===== src/rtl/board_cursor_ctrl.sv =====
`default_nettype none
// ============================================================================
// Module   : board_cursor_ctrl
// Purpose  : Two-player board controller: button event detection, cursor,
//            occupancy masks and turn. Macro BOARD_SKIP_OCCUPIED_EN makes the
//            cursor skip occupied cells and auto-advance after a place.
// Revision : 1.0
// ============================================================================
module board_cursor_ctrl #(
  parameter int ROWS = 3,
  parameter int COLS = 3,
  localparam int CELLS = ROWS * COLS,
  localparam int IW = $clog2(CELLS)
) (
  input  logic             clk,
  input  logic             rst_n,
  input  logic             btn_next_n,
  input  logic             btn_place_n,
  input  logic             clear,
  output logic [CELLS-1:0] board_p1,
  output logic [CELLS-1:0] board_p2,
  output logic [IW-1:0]    cursor,
  output logic             turn,
  output logic             load,
  output logic             reject,
  output logic             full
);

  localparam logic [IW-1:0] c_last = IW'(CELLS - 1);
  localparam logic [IW-1:0] c_one  = IW'(1);

  typedef enum logic [0:0] {
    ST_PLAY = 1'b0,
    ST_DONE = 1'b1
  } state_t;

  state_t           r_state;

  // Button pipelines: bit 0 = next, bit 1 = place.
  logic [1:0]       r_sync1;
  logic [1:0]       r_sync2;
  logic [1:0]       r_prev;
  logic [2:0]       r_live;
  logic [1:0]       w_press;

  logic             w_next_ev;
  logic             w_place_ev;
  logic             w_place_ok;
  logic             w_place_rej;
  logic [CELLS-1:0] w_occ;
  logic [CELLS-1:0] w_p1_nxt;
  logic [CELLS-1:0] w_p2_nxt;
  logic [CELLS-1:0] w_occ_nxt;
  logic [IW-1:0]    w_cursor_nxt;

  // r_live marks when r_prev holds a genuine post-reset sample, so a button
  // held across reset release cannot masquerade as a fresh press.
  always_ff @(posedge clk or negedge rst_n) begin
    if (!rst_n) begin
      r_sync1 <= '1;
      r_sync2 <= '1;
      r_prev  <= '1;
      r_live  <= '0;
    end else begin
      r_sync1 <= {btn_place_n, btn_next_n};
      r_sync2 <= r_sync1;
      r_prev  <= r_sync2;
      r_live  <= {r_live[1:0], 1'b1};
    end
  end

  assign w_press    = r_live[2] ? (r_prev & ~r_sync2) : 2'b00;
  assign w_next_ev  = w_press[0];
  assign w_place_ev = w_press[1];

`ifdef BOARD_SKIP_OCCUPIED_EN
  // Nearest free cell walking downward (with wrap) from cell-1; holds if none.
  function automatic logic [IW-1:0] find_free(input logic [IW-1:0]    from,
                                              input logic [CELLS-1:0] occ);
    logic [IW-1:0] cand;
    logic [IW-1:0] pick;
    logic          found;
    cand  = from;
    pick  = from;
    found = 1'b0;
    for (int k = 0; k < CELLS; k++) begin
      cand = (cand == '0) ? c_last : cand - c_one;
      if (!found && !occ[cand]) begin
        pick  = cand;
        found = 1'b1;
      end
    end
    return pick;
  endfunction
`endif

  always_comb begin
    w_occ       = board_p1 | board_p2;
    w_place_ok  = w_place_ev && (r_state == ST_PLAY) && !w_occ[cursor];
    w_place_rej = w_place_ev && !w_place_ok;
    w_p1_nxt    = board_p1;
    w_p2_nxt    = board_p2;
    if (w_place_ok) begin
      if (turn) begin
        w_p2_nxt[cursor] = 1'b1;
      end else begin
        w_p1_nxt[cursor] = 1'b1;
      end
    end
    w_occ_nxt = w_p1_nxt | w_p2_nxt;
`ifdef BOARD_SKIP_OCCUPIED_EN
    // The search sees the freshly written cell, so a simultaneous place and
    // move never lands back on the cell just taken.
    w_cursor_nxt = (w_next_ev || w_place_ok) ? find_free(cursor, w_occ_nxt) : cursor;
`else
    w_cursor_nxt = w_next_ev ? ((cursor == '0) ? c_last : cursor - c_one) : cursor;
`endif
  end

  always_ff @(posedge clk or negedge rst_n) begin
    if (!rst_n) begin
      r_state  <= ST_PLAY;
      board_p1 <= '0;
      board_p2 <= '0;
      cursor   <= c_last;
      turn     <= 1'b0;
      load     <= 1'b0;
      reject   <= 1'b0;
      full     <= 1'b0;
    end else if (clear) begin
      r_state  <= ST_PLAY;
      board_p1 <= '0;
      board_p2 <= '0;
      cursor   <= c_last;
      turn     <= 1'b0;
      load     <= 1'b0;
      reject   <= 1'b0;
      full     <= 1'b0;
    end else begin
      board_p1 <= w_p1_nxt;
      board_p2 <= w_p2_nxt;
      cursor   <= w_cursor_nxt;
      turn     <= turn ^ w_place_ok;
      load     <= w_place_ok;
      reject   <= w_place_rej;
      if (w_place_ok && (&w_occ_nxt)) begin
        r_state <= ST_DONE;
        full    <= 1'b1;
      end
    end
  end

endmodule
`default_nettype wire


===== config.mk =====
export PLATFORM = sky130hd
export DESIGN_NAME = board_cursor_ctrl
export DESIGN_NICKNAME = d
export VERILOG_FILES = /design/src/rtl/board_cursor_ctrl.sv
export SDC_FILE = /design/constraint.sdc
export NUM_CORES = 1
export LEC_CHECK = 0
export ABC_AREA = 1
export CORE_ASPECT_RATIO = 1.4
export CORE_MARGIN = 2
export CORE_UTILIZATION = 45
export DETAILED_ROUTE_END_ITERATION = 10
export GPL_TIMING_DRIVEN = 0
export PLACE_DENSITY = 0.7
export SLEW_MARGIN = 20
export SYNTH_ARGS = -nofsm -noshare
export SYNTH_HDL_FRONTEND = slang
export SYNTH_SLANG_ARGS = --single-unit

===== constraint.sdc =====
create_clock -name clk -period 2.3 [get_ports clk]
set_clock_uncertainty 0.05 [all_clocks]
set_input_delay 0.69 -clock clk [delete_from_list [all_inputs] [get_ports clk]]
set_output_delay 0.69 -clock clk [all_outputs]
set_load 0.02 [all_outputs]

; ---- Yosys cells after proc, flatten, opt, wreduce, memory -nomap -nowiden
; Cells that the tools add are included.
[totals]
out_inout_bits = 26
reg_bits = 35
wordCells = 52
[op_classes]
order_cmp = 2
n_reduce_logical = 11
n_addsub = 1
bitwise = 8
mux = 19
[ops]
columns = operator, count
row1 = 9-bit 2-to-1 mux, 6
row2 = 9-bit OR, 4
row3 = 4-bit 2-to-1 mux, 3
row4 = 9-bit AND reduction, 1
row5 = 1-bit 2-to-1 mux, 7
row6 = 1-bit logical AND, 5
row7 = "4-bit by 5-bit < comparator with 1-bit output, second input constant", 1
row8 = 1-bit binary-select mux with 4-bit select, 1
row9 = 1-bit demux with 4-bit select, 1
row10 = "4-bit by 1-bit >= comparator with 1-bit output, second input constant", 1
row11 = 4-bit zero test, 1
row12 = 2-bit nonzero test, 2
row13 = "4-bit by 1-bit subtractor with 4-bit output, second input constant", 1
row14 = 2-bit bitwise AND, 1
row15 = 1-bit zero test, 2
row16 = 2-bit 2-to-1 mux, 1
row17 = 2-bit NOT, 1
row18 = 1-bit NOT, 1
row19 = 1-bit bitwise XOR, 1

; ---- Depth between registers and ports, before layout
[depth]
word_depth = 12
mapped_depth = 15

; ---- Least setup slack after synthesis
; No wires, ideal clock.
[synth_path]
path_type = register to register
start = register cursor[0]
end = register r_state
slack_ns = 0.453
arrival_ns = 1.680
synth_period_minus_slack_ns = 1.847
path_stages_with_launch = 16
required_ns = 2.133
cell_sequence = dfrtp_1 nor2_1 nand3_2 inv_2 nand2_1 nand2_1 inv_2 nand3_4 buf_6 nor2_1 nor2_1 nand2_1 nand2_1 nor2_1 nand3_1 nand2_1
[synth_between]
elab_chain_len = 11
[synth_rtl]
columns = item, line_no
row1 = "start, declared", 22  ; output logic [IW-1:0] cursor,
row2 = "start signal, assigned", 125  ; cursor <= c_last;
row3 = "start signal, assigned", 134  ; cursor <= c_last;
row4 = "start signal, assigned", 142  ; cursor <= w_cursor_nxt;
row5 = 4-bit by 5-bit < comparator with 1-bit output (implied by the code) / 4-bit by 1-bit >= comparator with 1-bit output (equally long branches), "105, 107"
row6 = 1-bit logical AND (implied by the code), "105, 107"
row7 = 1-bit 2-to-1 mux (implied by the code), "105, 107"
row8 = 1-bit demux with 4-bit select, "105, 107"
row9 = 9-bit OR (no source line), -
row10 = 9-bit 2-to-1 mux, 104  ; if (turn) begin
row11 = 9-bit 2-to-1 mux, 103  ; if (w_place_ok) begin
row12 = 9-bit OR, 110  ; w_occ_nxt = w_p1_nxt | w_p2_nxt;
row13 = 9-bit AND reduction, 146  ; if (w_place_ok && (&w_occ_nxt)) begin
row14 = 1-bit logical AND *, 146
row15 = 2-bit nonzero test (no source line) *, -
row16 = "end signal, assigned", 122  ; r_state <= ST_PLAY;
row17 = "end signal, assigned", 131  ; r_state <= ST_PLAY;
row18 = "end signal, assigned", 147  ; r_state <= ST_DONE;
row19 = "end, declared", 37  ; state_t r_state;
; Mark *: on every way between the ends. The rest lies on a longest branch, timed or not. The select of a mux whose other input is x is not followed.
; A chain may end at the register's enable or synchronous reset.

; ---- Worst setup path after layout
[layout_path]
start = register cursor[3]
end = output port cursor[3]
; No word-level cell between the ends.

==> flow_metrics.py <==
metrics = {
    "cts": {
        "path_clk_slew_ns": 0.07,
        "hold_buffers": 0,
        "cts_tree": "done",
        "clk_latency_ns": 0.29,
        "cts_sinks": 35,
        "cts_buffers": 5,
        "cts_root_buf": "clkbuf_8",
        "htreeDepth": 2,
        "cts_max_path_buffers": 2,
    },
    "worst_hold_path": {
        "min_path_type": "input pin to asynchronous set/reset pin",
    },
    "grt": {
        "grt_pass1_vias": 1489,
        "grt_pass1_wl_um": 6568,
        "gr-total-overflow": 0,
        "grt_max_degree": 22,
        "grt-busiest-layer": "met2",
        "use_met2_pct": 32.59,
        "grtUsageMet3_pct": 4.047,
        "antenna_found_initial": 0,
        "grt_util_all_layers_pct": 19.34,
        "grt_use_met1_pct": 23.29,
    },
    "die": {
        "initial_utilization_pct": 46.98,
        "die_area_mm2": 0.004320,
        "pin_count": 31,
        "std_cell_rows": 26,
        "die_x_um": 56.13,
        "die_h_um": 76.97,
        "core_area_mm2": 0.003643,
    },
    "synthesis": {
        "synth_top_area_share_pct": 40.94,
        "synth_ff_type": "dfrtp_1",
        "synth_area_leaders": "dfrtp_1 (41%), nor2_1 (13%), dfstp_2 (11%)",
        "yosysUniqueCellTypes": 23,
        "synth_area_mm2": 0.001712,
        "yosys.area.top_type": "dfrtp_1",
        "synth_nets": 223,
        "syn_inst": 218,
        "synth_async_sr_flop_share_pct": 100.0,
        "seq_area_frac_synth_pct": 51.68,
        "synth-seq-cells": 35,
        "synth.most_common_cell": "nor2_1",
        "yosys-top-cells-count": "nor2_1 (59), nand2_1 (41), dfrtp_1 (28)",
        "synth.avg_cell_area_um2": 7.852,
        "synth_edf_count": 0,
        "yosysWarnings": 0,
    },
    "sta": {
        "relSlewSlack_pct": 65.78,
        "whs_ns": 0.2525,
        "fmax_mhz": 450.6,
        "layout_min_cycle_time_ns": 2.219,
        "setup_violations": 0,
        "setup_tns_ns": 0,
        "hold_viol_final": 0,
        "timing.final.crit_share_pct": 96.50,
        "tightest_slew_ns": 0.5134,
        "drv_slew": 0,
        "rsz0062_at_grt": "false",
    },
    "outcome": {
        "status": "finished, final reports clean",
    },
    "finish": {
        "diodes": 0,
        "layout-drive-gt1-share_pct": 14.40,
        "area_delta_synth_final_pct": 30.48,
        "layout.nets": 261,
    },
    "drt": {
        "firstDrtPassIters": 4,
        "wire_per_inst_um": 12.51,
        "drtAntennaViolNets": 0,
        "wirelength_um": 3741,
        "via_per_inst": 4.987,
        "vias": 1491,
        "drc": 0,
        "drt_iter0_markers": 38,
    },
    "setup_path": {
        "startpoint_type": "flip-flop",
        "cp_top_family": "buffers and inverters",
        "worstPathCellList": "clkdlybuf4s50_1",
        "end_kind": "output pin",
        "critPathRequiredTime_ns": 1.56,
        "cp_slowest_cell": "clkdlybuf4s50_1",
        "worstSetupPathType": "flip-flop to output pin",
        "slowest_delay_ns": 0.61,
        "path_max_fanout": 5,
        "path_buf_inv": 1,
        "arrival_ns": 1.48,
    },
    "placed_design": {
        "portBuffers": 30,
        "gp_congestion": 0.8650,
        "hpwl_um": 2837,
    },
    "run": {
        "maxCapViolations": 0,
    },
    "power": {
        "finalPower_mw": 1.564,
        "vdd_ir_drop_max_mv": 0.4000,
        "powerDensity_mw_per_mm2": 700.3,
        "p_leak_nw": 1.100,
    },
}
cell families after synthesis:
logic type	after synthesis	synth area share, %
and+or+nand+nor	120	30.04
DFF	35	51.68
buffers and inverters	33	8.114
AOI/OAI and AO/OA	29	9.941
other	1	0.2191
path summary, 6_finish.rpt:
path | from | to | slack [ns] | cells past startpoint
setup reg to reg | cursor[1] | r_state | 0.22 | 15
max in group asynchronous | rst_n | cursor[3] | 1.45 | 2
hold / removal | rst_n | board_p2[3] | 0.25 | 1
setup / recovery | cursor[3] | cursor[3] | 0.08 | 1
min in group clk | r_live[1] | r_live[2] | 0.31 | 0
hold reg to reg | r_live[1] | r_live[2] | 0.31 | 0
what timing repair did:
item / in CTS / in global routing
resized for setup: 0 / 4
buffers inserted: 0 / 0
hold endpoints to repair: 0 / 0
setup endpoints to repair: 0 / 1
flip-flops by register name (all words and copies together), names as in the netlist:
signal	count
r_sync1	2
r_live	3
reject	1
board_p2	9
cursor	4
r_prev	2
r_state	1
load	1
r_sync2	2
turn	1
board_p1	9
layout by cell type, fill, tap and decap left out:
cell type,netlist,routed
nor2_1,59,57
nand2_1,41,41
clkdlybuf4s50_1,0,29
dfrtp_1,28,27
inv_1,22,22
a21oi_1,9,9
nand4_1,7,7
o31ai_1,7,7
dfstp_2,7,7
inv_2,6,6
o21ai_1,7,6
clkbuf_8,0,5
nand2_2,4,4
clkbuf_1,3,3
nor2_2,1,3
nand3_1,3,3
o21ai_0,3,3
buf_6,2,2
nor3_1,2,2
o22ai_1,2,2
bufinv_16,0,2
nand2_4,1,1
nand3_2,1,1
nand3_4,1,1
o21ai_2,0,1
a221o_1,1,1
clkinvlp_4,0,1
dfrtp_2,0,1
buf_2,0,1
buf_16,0,1
conb_1,1,1
layer usage:
layer  share of wire [%]  wire (um)  vias up
li1                    -          -      764
met2                  51       1897       37
met5                   0          0        -
met3                 4.2        156        7
met4                 1.9         70        0
met1                  43       1617      683
through the flow:
| stage | cells | area [um^2] | util [%] | setup slack, ns |
|---|---|---|---|---|
| after floorplan | 218 | 1712 | - | 0.4531 |
| after global placement | 290 | 2064 | 56.66 | -0.2070 |
| after detailed placement | 291 | 2087 | 57.28 | -0.1099 |
| after CTS | 299 | 2223 | 61.02 | 0.06956 |
| after global routing | 299 | 2233 | 61.30 | 0.01597 |
| final | 299 | 2233 | 61.30 | 0.08055 |
power breakdown:
part           internal (mW)  switching [mW]
clock network          0.432           0.233
registers              0.647          0.0240
logic                 0.0867           0.141
total                   1.17           0.399
layout make-up:
type / instances / area (um^2)
flip-flops and latches: 35 / 885.9
inverters: 28 / 105.1
fillers: 327 / 1410
clock inverters: 3 / 67.56
plain buffers: 5 / 33.78
repair buffers: 31 / 322.8
clock buffers: 5 / 68.82
multi-input cells: 150 / 696.9
well taps: 42 / 52.55
Power figures use the tool's default switching activity.
